`src/rtl/dac8531_serial_receiver.sv`:
```
// DAC8531 3-wire frame receiver: synchronises CS/SCLK/SDO, deserialises 24-bit frames, counts aborted frames.
// Optional SHIFT-state stall timeout enabled by defining DAC8531_RX_TIMEOUT_EN.
module dac8531_serial_receiver #(
  parameter int unsigned SYNC_STAGES    = 2,
  parameter logic [15:0] RESET_DATA     = 16'd31200,
  parameter int unsigned TIMEOUT_CYCLES = 1024
) (
  input  logic        CLK,
  input  logic        RESET,
  input  logic        DA_CS,
  input  logic        DA_SCLK,
  input  logic        DA_SDO,
  output logic [15:0] DATA,
  output logic [1:0]  PD_MODE,
  output logic        DATA_VALID,
  output logic        FRAME_ERR,
  output logic [7:0]  ERR_COUNT,
  output logic        BUSY
);

  typedef enum logic [1:0] {IDLE, SHIFT, DONE, WAIT_CS} state_t;

  logic [SYNC_STAGES-1:0] cs_sync_q, sclk_sync_q, sdo_sync_q;
  logic [SYNC_STAGES:0]   settle_q;
  logic                   cs_dly_q, sclk_dly_q, armed_q;
  logic                   cs_s, sclk_s, sdo_s;
  logic                   cs_fall, cs_rise, sclk_fall;

  state_t       state_q;
  logic [4:0]   bit_cnt_q;
  logic [23:0]  shreg_q;
  logic [15:0]  data_q;
  logic [1:0]   pd_q;
  logic         valid_q, err_q, busy_q;
  logic [7:0]   err_cnt_q;
  logic [5:0]   hdr_unused;

  assign cs_s   = cs_sync_q[SYNC_STAGES-1];
  assign sclk_s = sclk_sync_q[SYNC_STAGES-1];
  assign sdo_s  = sdo_sync_q[SYNC_STAGES-1];

  // A CS low level inherited from reset must not look like a falling edge:
  // edges are only honoured once the chain has refilled and CS was seen high.
  assign cs_fall   = armed_q & cs_dly_q & ~cs_s;
  assign cs_rise   = ~cs_dly_q & cs_s;
  assign sclk_fall = sclk_dly_q & ~sclk_s;
  assign hdr_unused = shreg_q[23:18];

  always_ff @(posedge CLK or posedge RESET) begin
    if (RESET) begin
      cs_sync_q   <= '1;
      sclk_sync_q <= '1;
      sdo_sync_q  <= '0;
      cs_dly_q    <= 1'b1;
      sclk_dly_q  <= 1'b1;
      settle_q    <= '0;
      armed_q     <= 1'b0;
    end else begin
      cs_sync_q   <= {cs_sync_q[SYNC_STAGES-2:0], DA_CS};
      sclk_sync_q <= {sclk_sync_q[SYNC_STAGES-2:0], DA_SCLK};
      sdo_sync_q  <= {sdo_sync_q[SYNC_STAGES-2:0], DA_SDO};
      cs_dly_q    <= cs_s;
      sclk_dly_q  <= sclk_s;
      settle_q    <= {settle_q[SYNC_STAGES-1:0], 1'b1};
      if (settle_q[SYNC_STAGES] && cs_s) armed_q <= 1'b1;
    end
  end

`ifdef DAC8531_RX_TIMEOUT_EN
  localparam int unsigned TO_W = (TIMEOUT_CYCLES > 2) ? $clog2(TIMEOUT_CYCLES) : 1;
  logic [TO_W-1:0] idle_cnt_q;
`else
  logic [31:0] timeout_unused;
  assign timeout_unused = TIMEOUT_CYCLES;
`endif

  always_ff @(posedge CLK or posedge RESET) begin
    if (RESET) begin
      state_q   <= IDLE;
      bit_cnt_q <= '0;
      shreg_q   <= '0;
      data_q    <= RESET_DATA;
      pd_q      <= '0;
      valid_q   <= 1'b0;
      err_q     <= 1'b0;
      err_cnt_q <= '0;
      busy_q    <= 1'b0;
`ifdef DAC8531_RX_TIMEOUT_EN
      idle_cnt_q <= '0;
`endif
    end else begin
      valid_q <= 1'b0;
      err_q   <= 1'b0;
      case (state_q)
        IDLE: begin
          if (cs_fall) begin
            state_q   <= SHIFT;
            bit_cnt_q <= '0;
            shreg_q   <= '0;
            busy_q    <= 1'b1;
`ifdef DAC8531_RX_TIMEOUT_EN
            idle_cnt_q <= '0;
`endif
          end
        end
        SHIFT: begin
          // CS rise takes priority over a coincident SCLK fall, even on bit 24.
          if (cs_rise) begin
            state_q <= IDLE;
            busy_q  <= 1'b0;
            err_q   <= 1'b1;
            if (err_cnt_q != 8'hFF) err_cnt_q <= err_cnt_q + 8'd1;
          end else if (sclk_fall && !cs_s) begin
            shreg_q   <= {shreg_q[22:0], sdo_s};
            bit_cnt_q <= bit_cnt_q + 5'd1;
`ifdef DAC8531_RX_TIMEOUT_EN
            idle_cnt_q <= '0;
`endif
            if (bit_cnt_q == 5'd23) begin
              state_q <= DONE;
              busy_q  <= 1'b0;
            end
          end
`ifdef DAC8531_RX_TIMEOUT_EN
          else if (idle_cnt_q == TO_W'(TIMEOUT_CYCLES - 1)) begin
            state_q <= WAIT_CS;
            busy_q  <= 1'b0;
            err_q   <= 1'b1;
            if (err_cnt_q != 8'hFF) err_cnt_q <= err_cnt_q + 8'd1;
          end else begin
            idle_cnt_q <= idle_cnt_q + 1'b1;
          end
`endif
        end
        DONE: begin
          data_q  <= shreg_q[15:0];
          pd_q    <= shreg_q[17:16];
          valid_q <= 1'b1;
          state_q <= WAIT_CS;
        end
        WAIT_CS: begin
          if (cs_s) state_q <= IDLE;
        end
        default: begin
          state_q <= IDLE;
          busy_q  <= 1'b0;
        end
      endcase
    end
  end

  assign DATA       = data_q;
  assign PD_MODE    = pd_q;
  assign DATA_VALID = valid_q;
  assign FRAME_ERR  = err_q;
  assign ERR_COUNT  = err_cnt_q;
  assign BUSY       = busy_q;

endmodule

```
`config.mk`:
```
export PLATFORM = sky130hd
export DESIGN_NAME = dac8531_serial_receiver
export DESIGN_NICKNAME = d
export VERILOG_FILES = /design/src/rtl/dac8531_serial_receiver.sv
export SDC_FILE = /design/constraint.sdc
export NUM_CORES = 1
export LEC_CHECK = 0
export BUFFER_PORTS_ARGS = -buffer_cell sky130_fd_sc_hd__clkbuf_2
export CAP_MARGIN = 0
export CORE_ASPECT_RATIO = 0.8
export CORE_MARGIN = 1.5
export CORE_UTILIZATION = 30
export CTS_BUF_LIST = sky130_fd_sc_hd__clkbuf_2
export DETAILED_ROUTE_END_ITERATION = 6
export GPL_TIMING_DRIVEN = 0
export HOLD_SLACK_MARGIN = 0.03
export PLACE_DENSITY_LB_ADDON = 0.2
export SLEW_MARGIN = 25
export SYNTH_ARGS = -nofsm -noshare
export SYNTH_HDL_FRONTEND = slang
export SYNTH_SLANG_ARGS = --single-unit
```
`constraint.sdc`:
```
create_clock -name CLK -period 1.9 [get_ports CLK]
set_input_delay 0.285 -clock CLK [delete_from_list [all_inputs] [get_ports CLK]]
set_output_delay 0.285 -clock CLK [all_outputs]
set_load 0.01 [all_outputs]
```
==> qor.log, run 1 <==
[yosys] post-synthesis sequential area ratio 67.54%
[cells_and_area] n_diodes 0
[outcome] result of the run finished, final reports clean
[floorplanning] std cell rows 29
[timing] final period utilization 90.09%
[job] MaxCap Viol Count 0
[route] Remaining DRCs 0
[yosys] number of storage elements in the synthesis netlist 66
[yosys] number of distinct library cell variants in the gate-level netlist after synthesis 33
[floorplanning] chip width 104.5 um
[timing] post-layout worst setup margin 188.4 ps
[placement] Buffers on Ports 33
[setup_path] crit path capture type register
[cts] TritonCTS sink count 66
[timing] Hold Vio Cnt, Final 0
[route] wire length reported by the detailed router 4.343 mm
[placement] worst slack at placement 225.9 ps
[global_routing] Overall Global Routing Usage 11.18%
[yosys] synthesized cell area 2471 um2
[setup_path] worst setup path category register to register
[cells_and_area] final non-filler cell area 2958 um2
[timing] setup repair after global routing missed its margin false
[floorplanning] height of the die 84.18 um
[route] number of vias after detailed routing 1,517
[setup_path] worst path required time 2260 ps
[yosys] post-synth top area cell dfrtp_1
[floorplanning] Initial Util 31.10%
[cts] clock latency at the later pin of the worst-skew pair 470 ps
[route] Avg Vias per Cell 4.515
[timing] f_max 584.2 MHz
[timing] final hold slack 317.3 ps
[timing] final setup violation count 0
[cells_and_area] post-layout net count 230
[route] routed length per placed instance 12.93 um
[setup_path] type of element launching the critical path register
[placement] final estimated routing congestion in global placement 0.7523
[global_routing] GR peak layer met2
[cts] clock slew seen by the registers of the worst setup and hold paths 170 ps
[cts] number of buffers on the longest clock path 2
[cells_and_area] fraction of final layout cells sized beyond drive strength 1 39.47%
[global_routing] global routing usage on met1 15.17%
[global_routing] antenna violations before repair 0
[pwr] overall power of the completed layout 0.002993 W
[placement] post-place instance area 2815 um2
[yosys] Avg Inst Size Synth 14.28 um2
[route] number of DRC markers in iteration 0 82
[placement] sum of net half-perimeters after detailed placement 2.961 mm
[yosys] area share of the leading cell type in the synthesized netlist 52.66%
[cts] total CTS buffers 9
[timing] worst-margin pin slew 770.0 ps
[cts] clock tree from TritonCTS yes
[cells_and_area] most common library cell in the layout ignoring fill and taps dfrtp_1
[floorplanning] Die Footprint 8794 um2
[timing] worst clock skew on the final layout 22.10 ps
[floorplanning] total I/O pin count 34
[worst_hold_path] Worst Hold Class input port to async pin
[global_routing] GR met2 Demand/Resource 15.73%
[pwr] reported leakage power 1.449 nW
[floorplanning] core outline area 7946 um2
[global_routing] overflow left after global routing 0
[timing] total count of max-transition violations in the final report 0
[timing] shortest clock period the worst path allows after layout 1712 ps
[pwr] IR Drop Worst-Case VDD 551.6 uV
[timing] worst slew slack as a fraction of its limit 48.19%
[setup_path] worst endpoint data arrival time 2070 ps
[timing] sum of negative setup slack 0 ps
[yosys] number of warnings reported in the yosys synthesis log 0
[route] drt pass-1 iters 4
[route] Antenna Nets Post-Route 0
[global_routing] pin count of the biggest net entering global routing 30
[setup_path] crit-path max FO 10
[yosys] most area-consuming cells after synthesis dfrtp_1 (53%), dfstp_2 (15%), mux2_2 (9.1%), a22o_1 (6.4%), xor2_1 (2.1%)
[cts] clk root buf clkbuf_2
[cells_and_area] area growth from synthesis to final layout 19.70%
[cells_and_area] most used cells in the layout excluding fill and tap cells dfrtp_1 (52), clkbuf_2 (45), mux2_2 (20)
[yosys] Post-Synthesis Net Count 180
[global_routing] wire length of the first global-routing pass 7.576 mm
[global_routing] met3 capacity usage during global routing 4.736%
[yosys] post-synthesis instance total 173
[global_routing] number of global-route vias before repair 1,515
[pwr] P per Cell Area 1012 nW/um2
[cts] PostCTS Resize Cnt 0
[cts] number of H-tree levels 3
## metal layers
metal	share of wire [%]	vias up
met3	4.3	5
met5	0	-
met4	1.1	0
met1	50	767
li1	-	723
met2	44	22
## through the flow
step	utilization (%)	std cells
finish	37.22	336
global route	37.22	336
CTS	37.22	336
detailed placement	35.43	316
global placement	34.92	314
floorplan	-	173
## flip-flops by register name, indices dropped and copies added, names as in the netlist, named ones only
name and cells:
shreg_q 18, DATA 16, ERR_COUNT 8, bit_cnt_q 5
settle_q 3, PD_MODE 2, cs_sync_q 2, sclk_sync_q 2
sdo_sync_q 2, BUSY 1, DATA_VALID 1, FRAME_ERR 1
armed_q 1, cs_dly_q 1, sclk_dly_q 1, state_q 1
## final cells by class
type,instances,area [um2]
Tap cell,108,135.1
Fill cell,786,4989
Sequential cell,66,1669
Multi-Input combinational cell,97,759.5
Inverter,4,18.77
Timing Repair Buffer,39,245.2
Buffer,6,27.53
Clock buffer,12,60.06
Clock inverter,4,42.54
## cell families (layout without fill, tap and decap cells)
family	after synthesis	after routing	share of synthesized area, %
AOI/OAI and AO/OA	32	32	10.03
xor gates and xnor gates	7	7	2.481
adders and majority gates	2	2	1.012
buffers and inverters	10	65	1.721
DFF	66	66	67.54
muxes	20	20	9.114
other	1	1	0.1518
and+or+nand+nor	35	35	7.950
## path summary, 6_finish.rpt
path	to	slack, ps	startpoint	cells after the start
worst max-delay path	shreg_q[4]$_DFFE_PP0P_	190	state_q[0]$_DFFE_PP0P_	4
worst min-delay path	DATA[4]$_DFFE_PP0P_	320	RESET	3
worst max register to register	shreg_q[4]$_DFFE_PP0P_	190	state_q[0]$_DFFE_PP0P_	4
worst min register to register	cs_sync_q[1]$_DFF_PP1_	370	cs_sync_q[0]$_DFF_PP1_	0
max in group asynchronous	sclk_sync_q[1]$_DFF_PP1_	1050	RESET	4
min in group CLK	cs_sync_q[1]$_DFF_PP1_	370	cs_sync_q[0]$_DFF_PP1_	0
## synthesized netlist by cell type
master and n:
a221o_1 1, nor2_1 5, clkbuf_1 2, buf_2 4
nor3b_1 1, nand3b_1 2, ha_1 2, a211o_1 1
xnor2_1 1, or3b_1 1, o21a_1 1, nor3_1 3
nand4_1 1, and4bb_2 1, and4b_1 1, nand2b_1 1
nand3_1 4, conb_1 1, a22o_1 18, nor4_1 2
or3_1 3, mux2_2 20, nor2b_1 2, dfstp_2 14
a21o_1 2, o21ai_2 1, nand2_1 7, inv_1 4
a21oi_1 4, o21ai_0 4, xor2_1 6, and2_1 1
dfrtp_1 52
## report_power, final
| group | switching (W) | internal [W] |
|---|---|---|
| clock | 0.000460 | 0.000311 |
| combinational | 0.000279 | 0.000247 |
| sequential | 0.000140 | 0.00156 |
| total | 0.000879 | 0.00211 |
## what timing repair did
action                                 in CTS  in global routing
buffers inserted                            0                  0
endpoints found under the hold margin      38                  0
hold buffers                                4                  0
## critical path, stage by stage (launching register included)
cell and delay, ps:
dfrtp_1 490, nand3b_1 200, a211o_1 400, clkbuf_1 260
a22o_1 240
Power figures use the tool's default switching activity.
==> run 2: changes to the inputs <==
Settings changed: TNS_END_PERCENT from default to 5.
Clock period 1.9 ns to 1.4 ns, I/O delays scaled along.
==> run 2 against run 1 <==
Compared with the run above:
- sequential share of layout area down 4.2 points
- the flow now finishes with violations (setup timing)
- count of clock-buffer cells in the layout unchanged
- cell count up 3.0%
- critical path depth unchanged
- hold slack worse by 77 ps
- utilization up 3.1 points
- via count up 3.8%
==> qor.log, run 2 (same netlist as run 1, synthesis figures left out) <==
[setup_path] worst endpoint data arrival time 1960 ps [-110 ps]
[route] number of DRC markers in iteration 0 61 [-26%]
[placement] Buffers on Ports 33 [unchanged]
[setup_path] worst setup path category register to register
[cts] clk root buf clkbuf_2
[floorplanning] total I/O pin count 34 [unchanged]
[global_routing] Overall Global Routing Usage 11.60% [+0.43 points]
[worst_hold_path] Worst Hold Class input port to async pin
[setup_path] crit-path max FO 5 [-5]
[cts] clock latency at the later pin of the worst-skew pair 470 ps [about the same]
[cts] number of buffers on the longest clock path 2 [unchanged]
[global_routing] number of global-route vias before repair 1,586 [+4.7%]
[route] number of vias after detailed routing 1,575 [+3.8%]
[setup_path] Crit path max-delay family flip-flops
[cells_and_area] area growth from synthesis to final layout 29.62%
[job] MaxCap Viol Count 0 [unchanged]
[pwr] Combinational Power Share 23.1% [+5.5 points]
[cts] total CTS buffers 9 [unchanged]
[setup_path] worst reg2reg path depth 4 [unchanged]
[floorplanning] core outline area 7946 um2 [unchanged]
[pwr] switching portion of total power 29.57% [+0.20 points]
[setup_path] cell-by-cell trace of the critical path nand3b_1 > a211o_1 > or3_1 > a21oi_2
[timing] f_max 648.0 MHz [+11%]
[global_routing] pin count of the biggest net entering global routing 30 [unchanged]
[floorplanning] chip width 104.5 um [unchanged]
[setup_path] end of the worst register-to-register path bit_cnt_q[4]$_DFFE_PP0P_
[cts] number of H-tree levels 3 [unchanged]
[cells_and_area] area used by multi-input combinational logic 830.8 um2 [+9.4%]
[cts] TritonCTS sink count 66 [unchanged]
[setup_path] worst path required time 1820 ps [-440 ps]
[timing] worst-margin pin slew 555.6 ps [-214.4 ps]
[route] routed length per placed instance 13.51 um [+4.5%]
[pwr] reported leakage power 1.536 nW [+6.0%]
[pwr] share of total power in the clock network 24.1% [-1.7 points]
[pwr] total internal power 0.003074 W [+45%]
[cells_and_area] register with the most flip-flops shreg_q
[pwr] sequential power share 52.9% [-3.8 points]
[pwr] IR Drop Worst-Case VDD 756.3 uV [+37%]
[pwr] net switching power 0.001291 W [+47%]
[route] Avg Vias per Cell 4.552 [+0.82%]
[cts] clock slew seen by the registers of the worst setup and hold paths 180 ps [about the same]
[cells_and_area] storage element area 1673 um2 [+0.22%]
[outcome] result of the run finished with violations
[timing] shortest clock period the worst path allows after layout 1543 ps [-168.5 ps]
[cts] clock tree from TritonCTS yes
[cells_and_area] flip-flop count of the largest register after layout 18 [unchanged]
[cells_and_area] n_diodes 0 [unchanged]
[timing] worst slew slack as a fraction of its limit 62.65% [+14 points]
[setup_path] crit path max-delay cell type dfstp_2
[pwr] P per Cell Area 1363 nW/um2 [+35%]
[timing] final hold slack 240.4 ps [-76.91 ps]
[cells_and_area] share of the core filled with cells 40.31% [+3.1 points]
[floorplanning] Die Footprint 8794 um2 [unchanged]
[setup_path] crit path capture type register
[placement] sum of net half-perimeters after detailed placement 2.961 mm [unchanged]
[floorplanning] Initial Util 31.10% [unchanged]
[timing] final period utilization 110.2% [+20 points]
[global_routing] wire length of the first global-routing pass 7.879 mm [+4.0%]
[timing] setup repair after global routing missed its margin true
[setup_path] highest cell delay on the worst timing path 590 ps [+100 ps]
[timing] total count of max-transition violations in the final report 0 [unchanged]
[route] drt pass-1 iters 4 [unchanged]
[route] wire length reported by the detailed router 4.675 mm [+7.6%]
[setup_path] origin of the critical flop-to-flop path cs_dly_q$_DFF_PP1_
[cells_and_area] most common library cell in the layout ignoring fill and taps dfrtp_1
[timing] Hold Vio Cnt, Final 0 [unchanged]
[global_routing] overflow left after global routing 0 [unchanged]
[route] Antenna Nets Post-Route 0 [unchanged]
[outcome] failing checks setup timing
[placement] final estimated routing congestion in global placement 0.7523 [unchanged]
[cells_and_area] post-layout net count 240 [+4.3%]
[setup_path] type of element launching the critical path register
[cells_and_area] most used cells in the layout excluding fill and tap cells dfrtp_1 (49), clkbuf_2 (37), mux2_2 (20)
[route] Remaining DRCs 0 [unchanged]
[timing] worst clock skew on the final layout 23.16 ps [+1.057 ps]
[floorplanning] std cell rows 29 [unchanged]
[timing] final setup violation count 30 [+30]
[cells_and_area] fraction of final layout cells sized beyond drive strength 1 49.16% [+9.7 points]
[floorplanning] height of the die 84.18 um [unchanged]
[setup_path] register-to-register path setup slack -140 ps [-330 ps]
[setup_path] count of buffer and inverter cells on the critical path 0 [-1]
[timing] post-layout worst setup margin -143.1 ps [-331.5 ps]
[cells_and_area] Filler Cells Inserted 764 [-2.8%]
[global_routing] antenna violations before repair 0 [unchanged]
[run 2: per-stage QoR]
stage,instances,setup WS (ps),total power [W],cell area [um2],setup TNS [ps]
2_1_floorplan,173,-98.22,0.002784,2475,-1358
3_3_place_gp,314,-284.2,0.003034,2775,-10190
3_5_place_dp,316,-274.1,0.003064,2815,-8696
4_1_cts,343,-144.8,0.004310,3089,-2866
5_1_grt,346,-214.3,0.004650,3203,-5363
6_report,346,-143.1,0.004365,3203,-2724
[run 2: area by class of cell]
| class | count | share of cell area [%] |
|---|---|---|
| Multi-Input combinational cell | 98 | 25.94 |
| Timing Repair Buffer | 49 | 11.68 |
| Sequential cell | 66 | 52.23 |
| Tap cell | 108 | 4.219 |
| Clock inverter | 4 | 1.328 |
| Inverter | 4 | 0.5859 |
| Buffer | 5 | 2.148 |
| Clock buffer | 12 | 1.875 |
[run 2: worst reg2reg max path: cells and delay by family, from the launching register on]
kind               cells  cell delay (ps)
AOI/OAI and AO/OA      2              470
DFF                    1              590
and+or+nand+nor        2              440
[run 2: worst max-delay path by stage]
stage	from	to	slack [ps]	cells after the start
floorplan	ERR_COUNT[0]$_DFFE_PP0P_	ERR_COUNT[1]$_DFFE_PP0P_	-100	4
global placement	state_q[0]$_DFFE_PP0P_	DATA[3]$_DFFE_PP0P_	-280	4
detailed placement	state_q[0]$_DFFE_PP0P_	DATA[4]$_DFFE_PP0P_	-270	4
CTS	state_q[0]$_DFFE_PP0P_	bit_cnt_q[4]$_DFFE_PP0P_	-140	5
global route	state_q[0]$_DFFE_PP0P_	bit_cnt_q[3]$_DFFE_PP0P_	-210	5
finish	cs_dly_q$_DFF_PP1_	bit_cnt_q[4]$_DFFE_PP0P_	-140	4
[run 2: metal layers]
metal  wire (um)  share of wire, %  global-route usage [%]  vias up
li1            -                 -                       -      747
met1        2291                49                   15.69      802
met2        2169                46                   16.63       21
met3         165               3.5                   4.736        5
met4          48               1.0                   4.545        0
met5           0                 0                       0        -
[run 2: what timing repair did]
item / CTS / global route
hold buffers: 4 / 0
setup endpoints to repair: 47 / 46
gates cloned: 1 / 0
setup buffers: 7 / 3
resized for setup: 26 / 27
hold endpoints to repair: 57 / 0
pin swaps: 12 / 1
[run 2: power by group through the flow]
| stage | Sequential (W) | Clock, W | Combinational, W |
|---|---|---|---|
| 6_report | 0.00231 | 0.00105 | 0.00101 |
| 5_1_grt | 0.00235 | 0.00119 | 0.00112 |
| 4_1_cts | 0.00230 | 0.00110 | 0.000906 |
| 3_5_place_dp | 0.00234 | 0 | 0.000723 |
| 3_3_place_gp | 0.00234 | 0 | 0.000695 |
| 2_1_floorplan | 0.00235 | 0 | 0.000432 |
